### src/rtl/traffic_mode_ctrl.sv
// traffic_mode_ctrl: supervises the two-lane light sequencer, switching between auto, manual-step and night-flash modes with all-red clearance
module traffic_mode_ctrl #(
   parameter int DEF_GREEN  = 20,
   parameter int DEF_YELLOW = 3,
   parameter int ALLRED_CYC = 2,
   parameter int FLASH_HALF = 4
) (
   input  logic       clk,
   input  logic       reset,
   input  logic       cfg_wr,
   input  logic [6:0] cfg_green,
   input  logic [6:0] cfg_yellow,
   input  logic [6:0] cfg_red,
   output logic       cfg_ack,
   output logic       cfg_err,
   input  logic       manual_req,
   input  logic       manual_step,
   input  logic       night_req,
   input  logic [2:0] auto_state,
   input  logic [6:0] auto_t1,
   input  logic [6:0] auto_t2,
   output logic       auto_enable,
   output logic [6:0] greenTime,
   output logic [6:0] yellowTime,
   output logic [6:0] redTime,
   output logic [2:0] lamp1,
   output logic [2:0] lamp2,
   output logic [2:0] mode
);
   localparam logic [2:0] S_INIT   = 3'd0;
   localparam logic [2:0] S_ALLRED = 3'd1;
   localparam logic [2:0] S_AUTO   = 3'd2;
   localparam logic [2:0] S_DRAIN  = 3'd3;
   localparam logic [2:0] S_MANUAL = 3'd4;
   localparam logic [2:0] S_NIGHT  = 3'd5;
   localparam logic [1:0] P_GR     = 2'd0;
   localparam logic [7:0] CLR_LOAD = 8'(ALLRED_CYC - 1);
   localparam logic [7:0] FL_HALF  = 8'(FLASH_HALF);
   localparam logic [7:0] FL_LAST  = 8'(2 * FLASH_HALF - 1);
   localparam logic [6:0] D_GREEN  = 7'(DEF_GREEN);
   localparam logic [6:0] D_YELLOW = 7'(DEF_YELLOW);
   localparam logic [6:0] D_RED    = 7'(DEF_GREEN + DEF_YELLOW);

   logic [2:0] state, target, eff_target;
   logic [7:0] clr_cnt, fl_cnt;
   logic [1:0] phase;
   logic [6:0] pend_g, pend_y, pend_r;
   logic       pending_valid, cfg_ok, cfg_take, to_auto, safe_pt, leaving_clr;
   logic       unused_t1;

   assign unused_t1   = ^auto_t1;
   assign cfg_ok      = |cfg_green && |cfg_yellow && ({1'b0, cfg_green} + {1'b0, cfg_yellow} == {1'b0, cfg_red});
   assign cfg_take    = cfg_wr && cfg_ok;
   assign eff_target  = (state == S_ALLRED) ? target : S_AUTO;
   assign leaving_clr = (state == S_ALLRED || state == S_INIT) && clr_cnt == 8'd0;
   assign to_auto     = leaving_clr && eff_target == S_AUTO;
   assign safe_pt     = auto_state == 3'd6 && auto_t2 == 7'd0;
   assign mode        = state;

   // lamp decode for a sequencer-style state code {lamp1, lamp2}
   function automatic logic [5:0] dec(input logic [2:0] s);
      return s == 3'd3 ? 6'b001_100 :
             s == 3'd4 ? 6'b010_100 :
             s == 3'd5 ? 6'b100_001 :
             s == 3'd6 ? 6'b100_010 : 6'b100_100;
   endfunction

   // validate timing writes; accepted writes go to the pending set
   always_ff @(posedge clk) begin
      if (reset) begin
         cfg_ack       <= 1'b0;
         cfg_err       <= 1'b0;
         pending_valid <= 1'b0;
         pend_g        <= D_GREEN;
         pend_y        <= D_YELLOW;
         pend_r        <= D_RED;
      end else begin
         cfg_ack <= cfg_take;
         cfg_err <= cfg_wr && !cfg_ok;
         if (cfg_take) begin
            pend_g        <= cfg_green;
            pend_y        <= cfg_yellow;
            pend_r        <= cfg_red;
            pending_valid <= 1'b1;
         end else if (to_auto) begin
            pending_valid <= 1'b0;
         end
      end
   end

   // active timing only changes on the edge that re-enables the sequencer
   always_ff @(posedge clk) begin
      if (reset) begin
         greenTime  <= D_GREEN;
         yellowTime <= D_YELLOW;
         redTime    <= D_RED;
      end else if (to_auto && pending_valid) begin
         greenTime  <= pend_g;
         yellowTime <= pend_y;
         redTime    <= pend_r;
      end
   end

   // sequencer enable: on when clearance hands over to auto, off at the drain safe point
   always_ff @(posedge clk) begin
      if (reset)
         auto_enable <= 1'b0;
      else if (to_auto)
         auto_enable <= 1'b1;
      else if (state == S_DRAIN && safe_pt)
         auto_enable <= 1'b0;
   end

   // mode state machine with clearance counter, manual phase and flash counter
   always_ff @(posedge clk) begin
      if (reset) begin
         state   <= S_ALLRED;
         target  <= S_AUTO;
         clr_cnt <= CLR_LOAD;
         phase   <= P_GR;
         fl_cnt  <= 8'd0;
      end else begin
         case (state)
            S_INIT, S_ALLRED: begin
               if (leaving_clr) begin
                  state  <= eff_target;
                  phase  <= P_GR;
                  fl_cnt <= 8'd0;
               end else begin
                  clr_cnt <= clr_cnt - 8'd1;
               end
            end
            S_AUTO: begin
               if (night_req || manual_req || pending_valid) state <= S_DRAIN;
            end
            S_DRAIN: begin
               if (safe_pt) begin
                  state   <= S_ALLRED;
                  clr_cnt <= CLR_LOAD;
                  target  <= night_req ? S_NIGHT : manual_req ? S_MANUAL : S_AUTO;
               end
            end
            S_MANUAL: begin
               if ((night_req || !manual_req) && !phase[0]) begin
                  state   <= S_ALLRED;
                  clr_cnt <= CLR_LOAD;
                  target  <= night_req ? S_NIGHT : S_AUTO;
               end else if (manual_step) begin
                  phase <= phase + 2'd1;
               end
            end
            S_NIGHT: begin
               fl_cnt <= (fl_cnt == FL_LAST) ? 8'd0 : fl_cnt + 8'd1;
               if (!night_req) begin
                  state   <= S_ALLRED;
                  clr_cnt <= CLR_LOAD;
                  target  <= manual_req ? S_MANUAL : S_AUTO;
               end
            end
            default: begin
               state   <= S_ALLRED;
               clr_cnt <= CLR_LOAD;
               target  <= S_AUTO;
            end
         endcase
      end
   end

   // final lamp drive for both lanes
   always_comb begin
      {lamp1, lamp2} = (state == S_AUTO || state == S_DRAIN) ? dec(auto_state) :
                       (state == S_MANUAL) ? dec({1'b0, phase} + 3'd3) :
                       (state == S_NIGHT) ? ((fl_cnt < FL_HALF) ? 6'b010_010 : 6'b000_000) :
                       6'b100_100;
   end
endmodule

### config.mk
export PLATFORM = sky130hd
export DESIGN_NAME = traffic_mode_ctrl
export DESIGN_NICKNAME = d
export VERILOG_FILES = /design/src/rtl/traffic_mode_ctrl.sv
export SDC_FILE = /design/constraint.sdc
export NUM_CORES = 1
export LEC_CHECK = 0
export BUFFER_PORTS_ARGS = -buffer_cell sky130_fd_sc_hd__clkbuf_2
export CAP_MARGIN = 15
export CORE_MARGIN = 8
export CORE_UTILIZATION = 25
export CTS_CLUSTER_DIAMETER = 80
export DETAILED_ROUTE_END_ITERATION = 12
export PLACE_DENSITY = 0.42
export SLEW_MARGIN = 20
export SYNTH_ARGS = -nofsm -noshare
export SYNTH_HDL_FRONTEND = slang
export SYNTH_SLANG_ARGS = --single-unit
### constraint.sdc
create_clock -name clk -period 2.9 [get_ports clk]
set_input_delay 0 -clock clk [delete_from_list [all_inputs] [get_ports clk]]
set_output_delay 0 -clock clk [all_outputs]
set_load 0.02 [all_outputs]
==> out/metrics.csv, run 1 <==
stage,metric,value,unit
clock_tree,clock_tree_from_tritoncts,built,
die,fp.coreArea,14400,um^2
clock_tree,cts_buffers,9,
die,top_level_ports,77,
clock_tree,post_cts.repair.setup_buffers,0,
synthesis,syn_inst,445,
synthesis,postSynth.topFlopCell,dfxtp_1,
layout,post_route_standard_cell_area_excluding_fillers,4680,um^2
min_path,hp-class,primary input to flip-flop,
timing,timing.clock.skew,0.00550,ns
die,die_width,137,um
timing,layout_worst_path_cycle_share,91.2,%
setup_path,timing.critical_path.slowest_stage_cell,dlygate4sd3_1,
clock_tree,cts-root-to-sink-buffers,2,
die,dieHeight,137,um
global_routing,grt.met3_usage,3.45,%
die,design.die.area,18700,um^2
clock_tree,clk_pin_slew_worst_paths,0.06,ns
power_and_ir_drop,power.combinational.fraction,21.5,%
timing,slew_violations,0,
power_and_ir_drop,power_report.internal_total,1960,uW
power_and_ir_drop,total_switching_power,820,uW
placement,placed_cell_area,4170,um^2
synthesis,postSynth.asyncResetShare,0,%
clock_tree,clock_sinks,70,
die,std_cell_rows,44,
timing,timing_hold_violations_final,0,
power_and_ir_drop,power_frac_seq,38.4,%
power_and_ir_drop,total_leakage_power,0.00191,uW
layout,flow.area_growth_from_synthesis,28.6,%
global_routing,wire_length_of_the_first_global_routing_pass,17000,um
layout,drive_gt1_share,18.7,%
synthesis,syn-cell-area,3640,um^2
setup_path,number_of_buffers_and_inverters_on_the_critical_path,3,
setup_path,critical-path-top-delay-family,buffers and inverters,
setup_path,critical_path_required_time,3.16,ns
die,floorplan.initialDensity,25.3,%
placement,gp_congestion,0.892,
global_routing,grt_start_max_net_pins,47,
timing,achievable-frequency,378,MHz
clock_tree,ctsHtreeMaxLevel,3,
job,maxCapViolations,0,
global_routing,antenna_found_initial,0,
timing,setup_total_negative_slack,0,ns
clock_tree,clock_tree.root_cell,clkbuf_16,
route,route.antenna.remaining_nets,0,
timing,setup_viol,0,
run_status,run_status,"complete, no violations",
power_and_ir_drop,vdd_drop_max,214,uV
placement,port-buffer-count,69,
synthesis,ys_types,56,
setup_path,path_class,primary input to flip-flop,
synthesis,ys_warn_count,0,
setup_path,critical_path.cell_chain,dlygate4sd3_1 > clkbuf_2 > ha_1 > fa_1 > a211o_1 > and3_4 > nor4b_4 > o211ai_2 > nor3_4 > buf_12 > mux2i_1,
setup_path,critical_path.endpoint_type,flip-flop,
timing,maxSlewHeadroom,59.1,%
placement,post-dp-hpwl,7660,um
route,drt_first_iter_violations,214,
synthesis,syn-mean-instance-area,8.18,um^2
placement,dp_worst_setup_slack,0.480,ns
global_routing,grt_overflow,0,
global_routing,gr-max-usage-layer,met2,
route,drt-total-wl,10300,um
setup_path,timing.critical_path.fanout_max,22,
route,drt_pre_antenna_iters,4,
route,vias,3412,
route,post_route_drc,0,
timing,worstMarginPinSlew,0.608,ns
timing,final_ws_setup,0.255,ns
power_and_ir_drop,clock_power_share,40.1,%
route,vias_per_cell,4.74,
global_routing,gr-usage-met1,14.6,%
timing,layout_min_cycle_time,2.64,ns
synthesis,synth_sequential_area_ratio,38.5,%
layout,antenna-diode-count,0,
global_routing,grt_usage,11.5,%
setup_path,crit_path_start_kind,primary input,
global_routing,grtUsageMet2,17.9,%
layout,final_nets,590,
synthesis,synth_enable_flop_cells,0,
route,detail_route.wl_per_cell,14.3,um
power_and_ir_drop,power.density_cell_area,594,nW/um^2
clock_tree,clock_latency,0.34,ns
synthesis,postSynthRegisterBits,70,
power_and_ir_drop,switching_power_as_a_share_of_total_power,29.5,%
timing,grt_setup_unrepaired,no,
setup_path,max_stage_delay,0.53,ns
global_routing,first_global_vias,3445,
synthesis,mappedNetlistNets,504,
setup_path,worst_ep_arrival,2.91,ns
[logic make-up after synthesis]
group | after synthesis | synth area share (%)
AOI/OAI and AO/OA | 85 | 14.5
xor gates and xnor gates | 13 | 3.13
adders and majority gates | 15 | 5.36
buffers and inverters | 30 | 3.89
DFF | 70 | 38.5
muxes | 22 | 6.05
and+or+nand+nor | 210 | 28.6
[per-layer routing]
layer	part of all wire [%]	wire (um)
met1	48	4990
met2	44	4590
met3	5.7	592
met4	1.5	153
met5	0	0
[metrics by stage]
step / total power [uW] / hold slack [ns] / cells / utilization, %
2_1_floorplan: 1500 / 0.142 / 445 / -
3_3_place_gp: 1660 / 0.284 / 683 / 29.0
3_5_place_dp: 1660 / 0.288 / 683 / 29.0
4_1_cts: 2830 / 0.00478 / 720 / 32.6
5_1_grt: 2960 / 0.0423 / 720 / 32.6
6_report: 2780 / 0.00785 / 720 / 32.6
[cell usage after synthesis, drive strengths merged, types with 3 or more instances]
cell	count	share of area [%]
nand2	83	8.6
dfxtp	70	39
nor2	43	4.4
a21oi	35	4.8
mux2i	22	6.1
o21ai	20	2.8
nand3	17	2.3
clkbuf	15	1.5
ha	14	4.8
nor3	11	1.8
inv	8	0.83
nor4	8	1.4
and3	7	1.3
buf	7	1.5
nor2b	7	1.2
xor2	7	1.7
xnor2	6	1.4
nand2b	5	0.86
nand3b	5	1.0
or3	5	0.86
a31oi	4	0.69
nor4b	4	1.5
o211ai	4	0.96
o31ai	3	0.62
or3b	3	0.72
[power groups by stage]
stage / sequential, uW / clock [uW] / combinational, uW
finish: 1070 / 1120 / 598
global route: 1080 / 1210 / 676
CTS: 1070 / 1160 / 600
detailed placement: 1090 / 0 / 575
global placement: 1090 / 0 / 571
floorplan: 1090 / 0 / 407
[layout by cell type (no fill, tap or decap), types with 3 or more instances in the layout]
cell type,instances
clkbuf_16,9
dlygate4sd3_1,21
o211ai_1,3
nand2b_1,5
a21oi_1,35
nor2_1,43
clkbuf_2,69
inv_1,8
a31oi_1,4
and3_1,6
xor2_1,7
nand3_1,17
o31ai_1,3
xnor2_1,6
buf_4,6
nand2_1,83
clkinv_2,3
nor4_1,8
nor3_1,10
or3_1,5
nor2b_1,7
nand3b_1,5
ha_1,14
mux2i_1,22
or3b_1,3
dfxtp_1,70
o21ai_0,18
[state kept, by name, summed over array words and instances, names as in the netlist, 2 cells and up]
register	flops
clr_cnt	8
fl_cnt	8
greenTime	7
pend_g	7
pend_r	7
pend_y	7
redTime	7
yellowTime	7
mode	3
target	3
phase	2
[path summary, 6_finish.rpt]
check | start | end | slack [ns] | cells after the start
worst max-delay path | cfg_green[0] | pend_g[0]$_SDFFE_PP0P_ | 0.26 | 11
worst min-delay path | reset | clr_cnt[0]$_SDFFE_PP1P_ | 0.008 | 3
worst max register to register | clr_cnt[0]$_SDFFE_PP1P_ | clr_cnt[5]$_SDFFE_PP0P_ | 0.65 | 8
worst min register to register | pend_r[5]$_SDFFE_PP0P_ | redTime[5]$_SDFFE_PP0P_ | 0.45 | 2
[area by class of cell]
cell class	instances	area, um^2
fillers	1542	9690
multi-input cells	345	2100
repair buffers	97	621
flip-flops and latches	70	1400
inverters	8	30.0
clock inverters	4	45.0
clock buffers	12	256
well taps	184	230
[worst reg2reg max path, delay by kind of cell, from the launching register on]
family | cells | cell delay (ns)
buffers and inverters | 1 | 0.07
flip-flops | 1 | 0.42
AND/OR/NAND/NOR | 5 | 1.20
adder cells (fa/ha/maj) | 1 | 0.26
XOR/XNOR | 1 | 0.17
[timing repair]
item | 4_1_cts | 5_1_grt
hold buffers | 21 | 0
resized for setup | 0 | 0
hold endpoints to repair | 22 | 0
(Power assumes the default switching activity.)
==> run 2: changes to the inputs <==
Settings changed: GPL_TIMING_DRIVEN from default to 0, PLACE_DENSITY 0.42 to 0.43.
Clock period 2.9 ns to 2.2 ns, I/O delays scaled along.
==> run 2 against run 1 <==
Compared with the run above: the run now ends with negative hold slack left; core utilization up 0.28 points; power is 30% higher; sequential share of layout area is 0.12 points lower; largest power group is now registers; critical path type unchanged; clock skew increased by 0.0046 ns; first-iteration DRC count fell by 24%; final area increased by 0.86%; count of clock-buffer cells in the layout stayed put; clock power increased by 17%; die area did not move; worst setup slack lost 0.18 ns; highest routed layer unchanged; register-to-register slack worse by 0.54 ns; sequential power up 35%.
==> out/metrics.csv, run 2 (synthesis results as in run 1) <==
stage,metric,value,unit,change
clock_tree,clock_latency,0.33,ns,about the same
setup_path,timing.critical_path.slowest_stage_cell,fa_2,,
die,std_cell_rows,44,,unchanged
clock_tree,clk_pin_slew_worst_paths,0.05,ns,about the same
setup_path,top_cell_by_count_worst_path,buf_12,,
timing,maxSlewHeadroom,58.6,%,-0.47 points
power_and_ir_drop,total_leakage_power,0.00190,uW,-0.49%
timing,layout_min_cycle_time,2.12,ns,
timing,achievable-frequency,471,MHz,
route,drt_pre_antenna_iters,4,,unchanged
route,route.antenna.remaining_nets,0,,unchanged
global_routing,first_global_vias,3449,,+0.12%
timing,setup_viol,0,,unchanged
route,vias_per_cell,4.69,,-0.97%
route,post_route_drc,0,,unchanged
placement,gp_congestion,0.863,,-3.3%
route,detail_route.wl_per_cell,14.4,um,+0.62%
setup_path,crit_path_start_kind,primary input,,
route,vias,3421,,+0.26%
setup_path,critical-path-top-delay-family,simple AND/OR/NAND/NOR gates,,
setup_path,critical_path.cell_chain,clkbuf_2 > ha_2 > fa_2 > a211o_1 > and3_4 > nor4b_4 > o211ai_2 > nor3_4 > buf_12 > buf_12 > mux2i_2,,
placement,dp_worst_setup_slack,-0.440,ns,-0.920 ns
setup_path,setup.reg_to_reg.worst_slack,0.11,ns,-0.54 ns
power_and_ir_drop,power.density_cell_area,764,nW/um^2,+28%
layout,layout_common_cells,"83 x nand2_1, 69 x clkbuf_2, 67 x dfxtp_1, 43 x nor2_1, 35 x a21oi_1",,
setup_path,max_stage_delay,0.35,ns,-0.18 ns
layout,antenna-diode-count,0,,unchanged
timing,timing_hold_violations_final,1,,+1
layout,flow.area_growth_from_synthesis,29.7,%,
job,maxCapViolations,0,,unchanged
setup_path,critical_path_required_time,2.45,ns,-0.71 ns
clock_tree,ctsHtreeMaxLevel,3,,unchanged
run_status,violations_in_the_final_reports,negative hold slack,,
global_routing,antenna_found_initial,0,,unchanged
global_routing,grt_usage,11.4,%,-0.11 points
route,drt-total-wl,10500,um,+1.9%
clock_tree,cts_buffers,9,,unchanged
global_routing,grt_overflow,0,,unchanged
timing,final_ws_setup,0.0786,ns,-0.177 ns
die,top_level_ports,77,,unchanged
timing,whs,-0.00142,ns,-0.00927 ns
setup_path,worst_ep_arrival,2.37,ns,-0.54 ns
run_status,run_status,"finished, violations left",,
clock_tree,clock_tree.root_cell,clkbuf_16,,
clock_tree,clock_tree_from_tritoncts,built,,
global_routing,wire_length_of_the_first_global_routing_pass,16900,um,-0.57%
setup_path,timing.critical_path.fanout_max,10,,-55%
die,die_width,137,um,unchanged
layout,final_nets,599,,+1.5%
clock_tree,cts-root-to-sink-buffers,2,,unchanged
setup_path,path_class,primary input to flip-flop,,
power_and_ir_drop,vdd_drop_max,307,uV,+44%
die,design.die.area,18700,um^2,unchanged
timing,timing.clock.skew,0.0101,ns,+0.00462 ns
die,fp.coreArea,14400,um^2,unchanged
timing,slew_violations,0,,unchanged
die,dieHeight,137,um,unchanged
layout,finalCoreUtilization,32.8,%,+0.28 points
layout,largestRegisters,"clr_cnt x8, fl_cnt x8",,
setup_path,number_of_buffers_and_inverters_on_the_critical_path,3,,unchanged
timing,layout_worst_path_cycle_share,96.4,%,
placement,post-dp-hpwl,8170,um,+6.7%
layout,mostFrequentLayoutCell,nand2_1,,
setup_path,critical_path.endpoint_type,flip-flop,,
placement,port-buffer-count,69,,unchanged
global_routing,grt_start_max_net_pins,12,,-74%
timing,worstMarginPinSlew,0.612,ns,+0.00406 ns
layout,drive_gt1_share,20.6,%,+1.9 points
die,floorplan.initialDensity,25.3,%,unchanged
route,drt_first_iter_violations,162,,-24%
clock_tree,clock_sinks,70,,unchanged
min_path,hp-class,primary input to flip-flop,,
-- run 2: changes by cell type in the layout (fill, tap and decap cells not counted), sizes merged --
cell / before / now
buf: 7 / 9
clkinvlp: 0 / 1
clkbuf: 81 / 95
dlygate4sd3: 21 / 14
bufinv: 1 / 0
-- run 2: worst reg2reg max path, stage by stage (launching register included) --
cell	delay, ns
dfxtp_2	0.41
inv_1	0.07
ha_2	0.20
nor2b_1	0.13
and4b_1	0.19
buf_2	0.16
or3_4	0.45
nor4_4	0.17
xnor2_1	0.15
nor2_1	0.05
-- run 2: routing by layer --
layer  share of wire, %  GRT usage (%)
met4                1.4           4.45
met3                4.8           2.61
met2                 44           18.0
met5                  0              0
met1                 49           14.6
-- run 2: layout make-up --
type / instances / area [um^2]
timing repair buffer: 85 / 513
fill: 1544 / 9650
tap: 184 / 230
multi-input combinational: 345 / 2160
inverter: 8 / 30.0
buffer: 21 / 113
clock inverter: 4 / 22.5
clock buffer: 12 / 246
sequential: 70 / 1410
-- run 2: timing repair --
| item | CTS | global route |
|---|---|---|
| setup endpoints to repair | 21 | 53 |
| gates resized for setup | 6 | 10 |
| pin swaps | 3 | 4 |
| hold buffers | 14 | 0 |
| hold endpoints to repair | 15 | 0 |
| buffers inserted | 2 | 0 |
-- run 2: worst paths after layout --
check	from	endpoint	cells after the start
max	cfg_green[0]	pend_y[0]$_SDFFE_PP1P_	11
min	cfg_green[1]	pend_g[1]$_SDFFE_PP0P_	3
max reg2reg	clr_cnt[1]$_SDFFE_PP0P_	clr_cnt[5]$_SDFFE_PP0P_	9
min reg2reg	yellowTime[3]$_SDFFE_PP0P_	yellowTime[3]$_SDFFE_PP0P_	2
-- run 2: where the power goes --
group	internal, uW	switching (uW)
clock network	788	518
registers	1340	98.0
logic	363	499
total	2490	1110
-- run 2: through the flow --
step	hold slack (ns)	area, um^2	TNS (ns)	power [uW]	instances
after detailed placement	0.283	4210	-8.52	2200	698
after floorplan	0.142	3640	0	1970	445
after global placement	0.286	4210	-7.82	2200	698
final	-0.00142	4720	0	3600	729
after global routing	0.0334	4720	-0.0127	3810	729
after CTS	0.00392	4670	0	3580	730
